==> config.mk <==
export PLATFORM = sky130hd
export DESIGN_NAME = pc_sequencer
export DESIGN_NICKNAME = d
export VERILOG_FILES = /design/src/rtl/mips8_pkg.sv /design/src/rtl/next_pc_mux.sv /design/src/rtl/pc_sequencer.sv
export SDC_FILE = /design/constraint.sdc
export NUM_CORES = 1
export LEC_CHECK = 0
export BUFFER_PORTS_ARGS = -buffer_cell sky130_fd_sc_hd__buf_4
export CAP_MARGIN = 20
export CORE_UTILIZATION = 53
export CTS_CLUSTER_SIZE = 10
export DETAILED_ROUTE_END_ITERATION = 10
export GPL_TIMING_DRIVEN = 0
export PLACE_DENSITY = 0.84
export SYNTH_ARGS = -nofsm -noshare
export SYNTH_HDL_FRONTEND = slang
export SYNTH_SLANG_ARGS = --single-unit
==> constraint.sdc <==
create_clock -name clk -period 3.9 [get_ports clk]
set_clock_uncertainty 0.2 [all_clocks]
set_input_delay 0.78 -clock clk [delete_from_list [all_inputs] [get_ports clk]]
set_output_delay 0.78 -clock clk [all_outputs]
set_load 0.02 [all_outputs]
==> src/rtl/mips8_pkg.sv <==
// Shared definitions for the 8-bit MIPS datapath: widths, reset PC and
// program-counter sequencer state encoding.
package mips8_pkg;

    localparam int          PC_W_DEF     = 8;
    localparam logic [7:0]  RESET_PC_DEF = 8'h00;

    typedef enum logic [1:0] {
        ST_RUN   = 2'd0,
        ST_FLUSH = 2'd1,
        ST_HALT  = 2'd2
    } seq_state_t;

    // Bubble counter load value: the counter counts down to zero, so N bubbles load N-1.
    function automatic logic [1:0] flush_init(input int cycles);
        logic [1:0] val_s;
        if (cycles <= 1) begin
            val_s = 2'd0;
        end else if (cycles >= 3) begin
            val_s = 2'd2;
        end else begin
            val_s = 2'(cycles - 1);
        end
        return val_s;
    endfunction

endpackage

==> src/rtl/next_pc_mux.sv <==
// Next-PC arithmetic: sequential successor and redirect target (jump or
// PC-relative branch, both modulo 2^PC_W).
module next_pc_mux
    import mips8_pkg::*;
#(
    parameter int PC_W = PC_W_DEF
) (
    input  logic [PC_W-1:0] pc,
    input  logic [PC_W-1:0] jump_addr,
    input  logic [PC_W-1:0] branch_off,
    input  logic            jump_sel,
    output logic [PC_W-1:0] pc_plus1,
    output logic [PC_W-1:0] redirect_pc
);

    logic [PC_W-1:0] branch_target_s;

    assign pc_plus1        = pc + {{(PC_W-1){1'b0}}, 1'b1};
    // Two's-complement offset added as unsigned; the carry out is dropped on purpose.
    assign branch_target_s = pc_plus1 + branch_off;

    // Jump has priority over branch when both are requested.
    always_comb begin
        redirect_pc = branch_target_s;
        if (jump_sel) begin
            redirect_pc = jump_addr;
        end else begin
            redirect_pc = branch_target_s;
        end
    end

endmodule

==> src/rtl/pc_sequencer.sv <==
// Program-counter stage: holds the PC, steps/redirects it, inserts flush
// bubbles after redirects, captures link addresses and supports a sticky halt.
module pc_sequencer
    import mips8_pkg::*;
#(
    parameter int              PC_W         = PC_W_DEF,
    parameter logic [PC_W-1:0] RESET_PC     = RESET_PC_DEF,
    parameter int              FLUSH_CYCLES = 1
) (
    input  logic            clk,
    input  logic            rst_n,
    input  logic            stall,
    input  logic            jump_en,
    input  logic [PC_W-1:0] jump_addr,
    input  logic            link_en,
    input  logic            branch_en,
    input  logic [PC_W-1:0] branch_off,
    input  logic            halt,
    output logic [PC_W-1:0] pc,
    output logic [PC_W-1:0] pc_plus1,
    output logic            fetch_valid,
    output logic [PC_W-1:0] link_addr,
    output logic [1:0]      state
);

    localparam logic [1:0] FLUSH_LOAD = flush_init(FLUSH_CYCLES);

    seq_state_t      state_r;
    logic [PC_W-1:0] pc_r;
    logic [PC_W-1:0] link_r;
    logic [1:0]      cnt_r;
    logic            live_r;
    logic [PC_W-1:0] pc_plus1_s;
    logic [PC_W-1:0] redirect_pc_s;

    next_pc_mux #(
        .PC_W (PC_W)
    ) u_next_pc_mux (
        .pc          (pc_r),
        .jump_addr   (jump_addr),
        .branch_off  (branch_off),
        .jump_sel    (jump_en),
        .pc_plus1    (pc_plus1_s),
        .redirect_pc (redirect_pc_s)
    );

    // Sequencer FSM with PC, link register and bubble counter.
    always_ff @(posedge clk or negedge rst_n) begin
        if (!rst_n) begin
            state_r <= ST_RUN;
            pc_r    <= RESET_PC;
            link_r  <= '0;
            cnt_r   <= 2'd0;
            live_r  <= 1'b0;
        end else begin
            live_r <= 1'b1;
            case (state_r)
                ST_RUN: begin
                    if (halt) begin
                        state_r <= ST_HALT;
                    end else if (jump_en || branch_en) begin
                        pc_r    <= redirect_pc_s;
                        state_r <= ST_FLUSH;
                        cnt_r   <= FLUSH_LOAD;
                        if (jump_en && link_en) begin
                            link_r <= pc_plus1_s;
                        end else begin
                            link_r <= link_r;
                        end
                    end else if (!stall) begin
                        pc_r <= pc_plus1_s;
                    end else begin
                        pc_r <= pc_r;
                    end
                end
                // Redirect requests here come from squashed instructions and are dropped.
                ST_FLUSH: begin
                    if (halt) begin
                        state_r <= ST_HALT;
                    end else if (!stall) begin
                        if (cnt_r == 2'd0) begin
                            state_r <= ST_RUN;
                        end else begin
                            cnt_r <= cnt_r - 2'd1;
                        end
                    end else begin
                        cnt_r <= cnt_r;
                    end
                end
                ST_HALT: begin
                    state_r <= ST_HALT;
                end
                default: begin
                    state_r <= ST_HALT;
                end
            endcase
        end
    end

    assign pc          = pc_r;
    assign pc_plus1    = pc_plus1_s;
    assign link_addr   = link_r;
    assign state       = state_r;
    assign fetch_valid = live_r && (state_r == ST_RUN) && !stall;

endmodule

==> summary.md <==
| Metric | Value |
|---|---|
| Status | finished clean |
| Slew margin rel. | roughly two thirds |
| Post-cts sizing count | 0 |
| Num CTS Buffers | 3 |
| Post-synth top area cell | dfrtp_1 |
| Max clock buf depth | 2 |
| Post-DP Area | 0.00182 sq mm |
| Yosys top cell area share | between 30% and 40% |
| Clock Latency Late Sink | 0.32 ns |
| CP arrival | 2.98 ns |
| Synth Area in Compound Gates | between 20% and 30% |
| Setup TNS | 0 ns |
| Tcrit/Tclk final | about 76% |
| H-tree depth | 1 |
| M1 WL | around 1500 um |
| Drt initial violations | 31 |
| Antenna violations before repair | 0 |
| CTS sink cnt | 21 |
| Synth async-reset ratio | 100% |
| # Post-CTS Setup Buffers | 0 |
| Type of the worst setup path | reg -> reg |
| Post-synthesis mux area share | under 10% |
| Max Freq | 0.338 GHz |
| Adder-Cell Fraction of Synth Area | between 10% and 20% |
| Leak Pwr | 0.000923 uW |
| Post-synthesis instance area | 0.00141 sq mm |
| Number of distinct library cells after synthesis | 39 |
| Minimum clock period | 2.96 ns |
| Final #Nets | roughly 240 |
| Met3 Routed Length | approximately 240 um |
| Core box area | 0.00250 sq mm |
| Main combinational cell family by area after synthesis | compound AO/OA/AOI/OAI gates |
| Drt wl/cell | approximately 15 um |
| Worst Path Buf+Inv | 0 |
| Critical-path top delay cell | dfrtp_1 |
| Post-DR vias/cell | 5.71 |
| Worst setup SP type | register |
| Die area | between 0.002 and 0.003 sq mm |
| GRT Util Overall | between 20% and 30% |
| DR DRC count | 0 |
| I/O pin count | 50 |
| Initial Util | about 56% |
| Drt pass-1 iters | 5 |
| CTS Root Cell | clkbuf_4 |
| Switch share | between 30% and 40% |
| Max IR drop VDD | ~300 uV |
| Synth top area cells | dfrtp_1 37%, ha_1 8.9%, mux2_2 5.6% |
| EDFF count, synth | 0 |
| Pwr per Cell Area | 371 mW/mm^2 |
| Wire length of the first global-routing pass | about 5400 um |
| Design Area, Final | 0.00184 sq mm |
| Vias in the first global route | roughly 1200 |
| Total congestion overflow | 0 |
| Worst-path clk slew | roughly 0.12 ns |
| IO buf count | 49 |
| Mapped Nets | 187 |
| Placement row count | 18 |
| Critical path endpoint category | register |
| DRT antenna net count | 0 |
| Pint | between 400 and 500 uW |
| # setup viols final | 0 |
| Critical path required time | about 3.9 ns |
| CP cell instances | ha_1 > nand3_1 > xnor2_1 > ha_1 > a2111o_1 > o22ai_2 > xnor2_1 > o21a_1 > o22a_1 |
| Sequential area share after synthesis | between 30% and 40% |
| CTS tree | done |
| Clock power frac | about 16% |
| Total number of yosys warnings | 0 |
| Top layer reached by signal wires | met4 |
| Final hold vios | 0 |
| Total Routed Length | approximately 3600 um |
| Max_cap viols | 0 |
| Antenna cells | 0 |
| RePlAce Congestion | 0.838 |
| Max Slew Vio Count | 0 |
| Ys flop type | dfrtp_1 |
| Sequential power share | a little under two fifths |
| Synthesis-to-layout area growth | 30.6% |
| Share of layout cells above drive strength 1 | about 31% |
| Combinational group share of total power | 46.3% |
| #FFs+latches synth | 21 |
| Post-Synth XOR/XNOR Area | around 7.4% |
| Pin count of the biggest net entering global routing | 22 |
| Psw | 268 uW |
| Cell family with most CP delay | compound AO/OA/AOI/OAI gates |
| RSZ-0062 raised after global routing | no |
| CP max stage delay | around 0.47 ns |
| Worst min path class | in -> async |
| Die height | 53.6 um |
| Post-synthesis simple-gate area fraction | 14.1% |
| DR vias | approximately 1300 |
| Die width | ~54 um |
| Crit-path max FO | 6 |
| WL met2 | around 1800 um |
| Worst-Margin Slew | 0.527 ns |
| Post-Syn Instances | roughly 150 |
| DP Wirelength | between 2000 and 3000 um |
| Synth Area per Inst | 9.22 sq um |
| # hold bufs at CTS | 0 |
==> synthesized netlist by cell type (2+ instances only) <==
cell type	count
o21ai_0	7
xor2_1	4
nor2_1	18
a21o_1	4
nand3_1	4
ha_1	10
a211oi_1	3
mux2_2	7
xnor2_1	8
a21oi_1	15
nor3_1	2
inv_1	9
nand2_1	10
dfrtp_1	21
nand2b_1	2
clkbuf_1	2
nor2b_1	2
a221oi_1	2
o21a_1	3
==> worst register-to-register path, cell delays in order (launching register included) <==
cell and delay, ns:
dfrtp_1 0.47, ha_1 0.22, nand3_1 0.13, xnor2_1 0.38, ha_1 0.36, a2111o_1 0.45
o22ai_2 0.17, xnor2_1 0.11, o21a_1 0.17, o22a_1 0.19
==> routing by layer <==
metal / up-vias / track usage, %
met5: - / 0
met4: 0 / 8.33
met3: 11 / 5.08
met2: 64 / 46.7
met1: 625 / 33.5
li1: 648 / -
==> power groups by stage <==
stage | Sequential [uW] | Combinational, uW | Clock (uW)
after floorplan | 278 | 181 | 0
after global placement | 261 | 301 | 0
after detailed placement | 262 | 314 | 0
after CTS | 258 | 316 | 110
after global routing | 262 | 345 | 119
final | 258 | 317 | 109
==> placed cells by master, fill, tap and decap left out, drive strengths merged, types with 2 or more instances in the layout <==
cell,instances
a211oi,3
a21o,4
a21oi,15
a221oi,2
buf,50
clkbuf,6
dfrtp,21
ha,10
inv,9
mux2,7
nand2,10
nand2b,2
nand3,4
nor2,19
nor2b,2
nor3,3
o21a,3
o21ai,8
o22ai,2
xnor2,8
xor2,4
==> state kept, by name (all words and copies together), names as in the netlist <==
signal and count:
cnt_r 2, live_r 1, pc 8, state 2, link_addr 8
==> cell families after synthesis <==
group           count (synthesis)
compound gates                 45
simple gates                   43
flops                          21
xor+xnor                       12
buf+inv                        12
fa+ha+maj                      11
mux                             8
other cells                     1
==> stage by stage <==
stage / util, % / power, uW / setup slack, ns / cells / hold slack (ns)
after floorplan: - / 459 / 0.847 / 153 / 0.249
after global placement: 72.7 / 562 / 1.02 / 232 / 0.260
after detailed placement: 72.7 / 576 / 0.981 / 232 / 0.275
after CTS: 73.7 / 683 / 0.958 / 236 / 0.132
after global routing: 73.7 / 726 / 0.786 / 236 / 0.133
final: 73.7 / 684 / 0.937 / 236 / 0.123
==> layout make-up <==
class / count / area [sq um]
clock buffer: 4 / 26.3
sequential: 21 / 526
multi-input combinational: 120 / 837
buffer: 3 / 15.0
timing repair buffer: 49 / 368
fill: 187 / 657
inverter: 9 / 33.8
tap: 30 / 37.5
==> path summary, 6_finish.rpt <==
kind | cells past startpoint | slack [ns] | to | from
worst min register to register | 2 | 0.30 | cnt_r[1] | cnt_r[1]
worst max register to register | 9 | 0.94 | pc[7] | pc[0]
worst min-delay path | 1 | 0.12 | pc[1] | rst_n
max in group asynchronous | 1 | 3.16 | link_addr[6] | rst_n
worst max-delay path | 9 | 0.94 | pc[7] | pc[0]
min in group clk | 2 | 0.30 | cnt_r[1] | cnt_r[1]
Power figures use the tool's default switching activity.
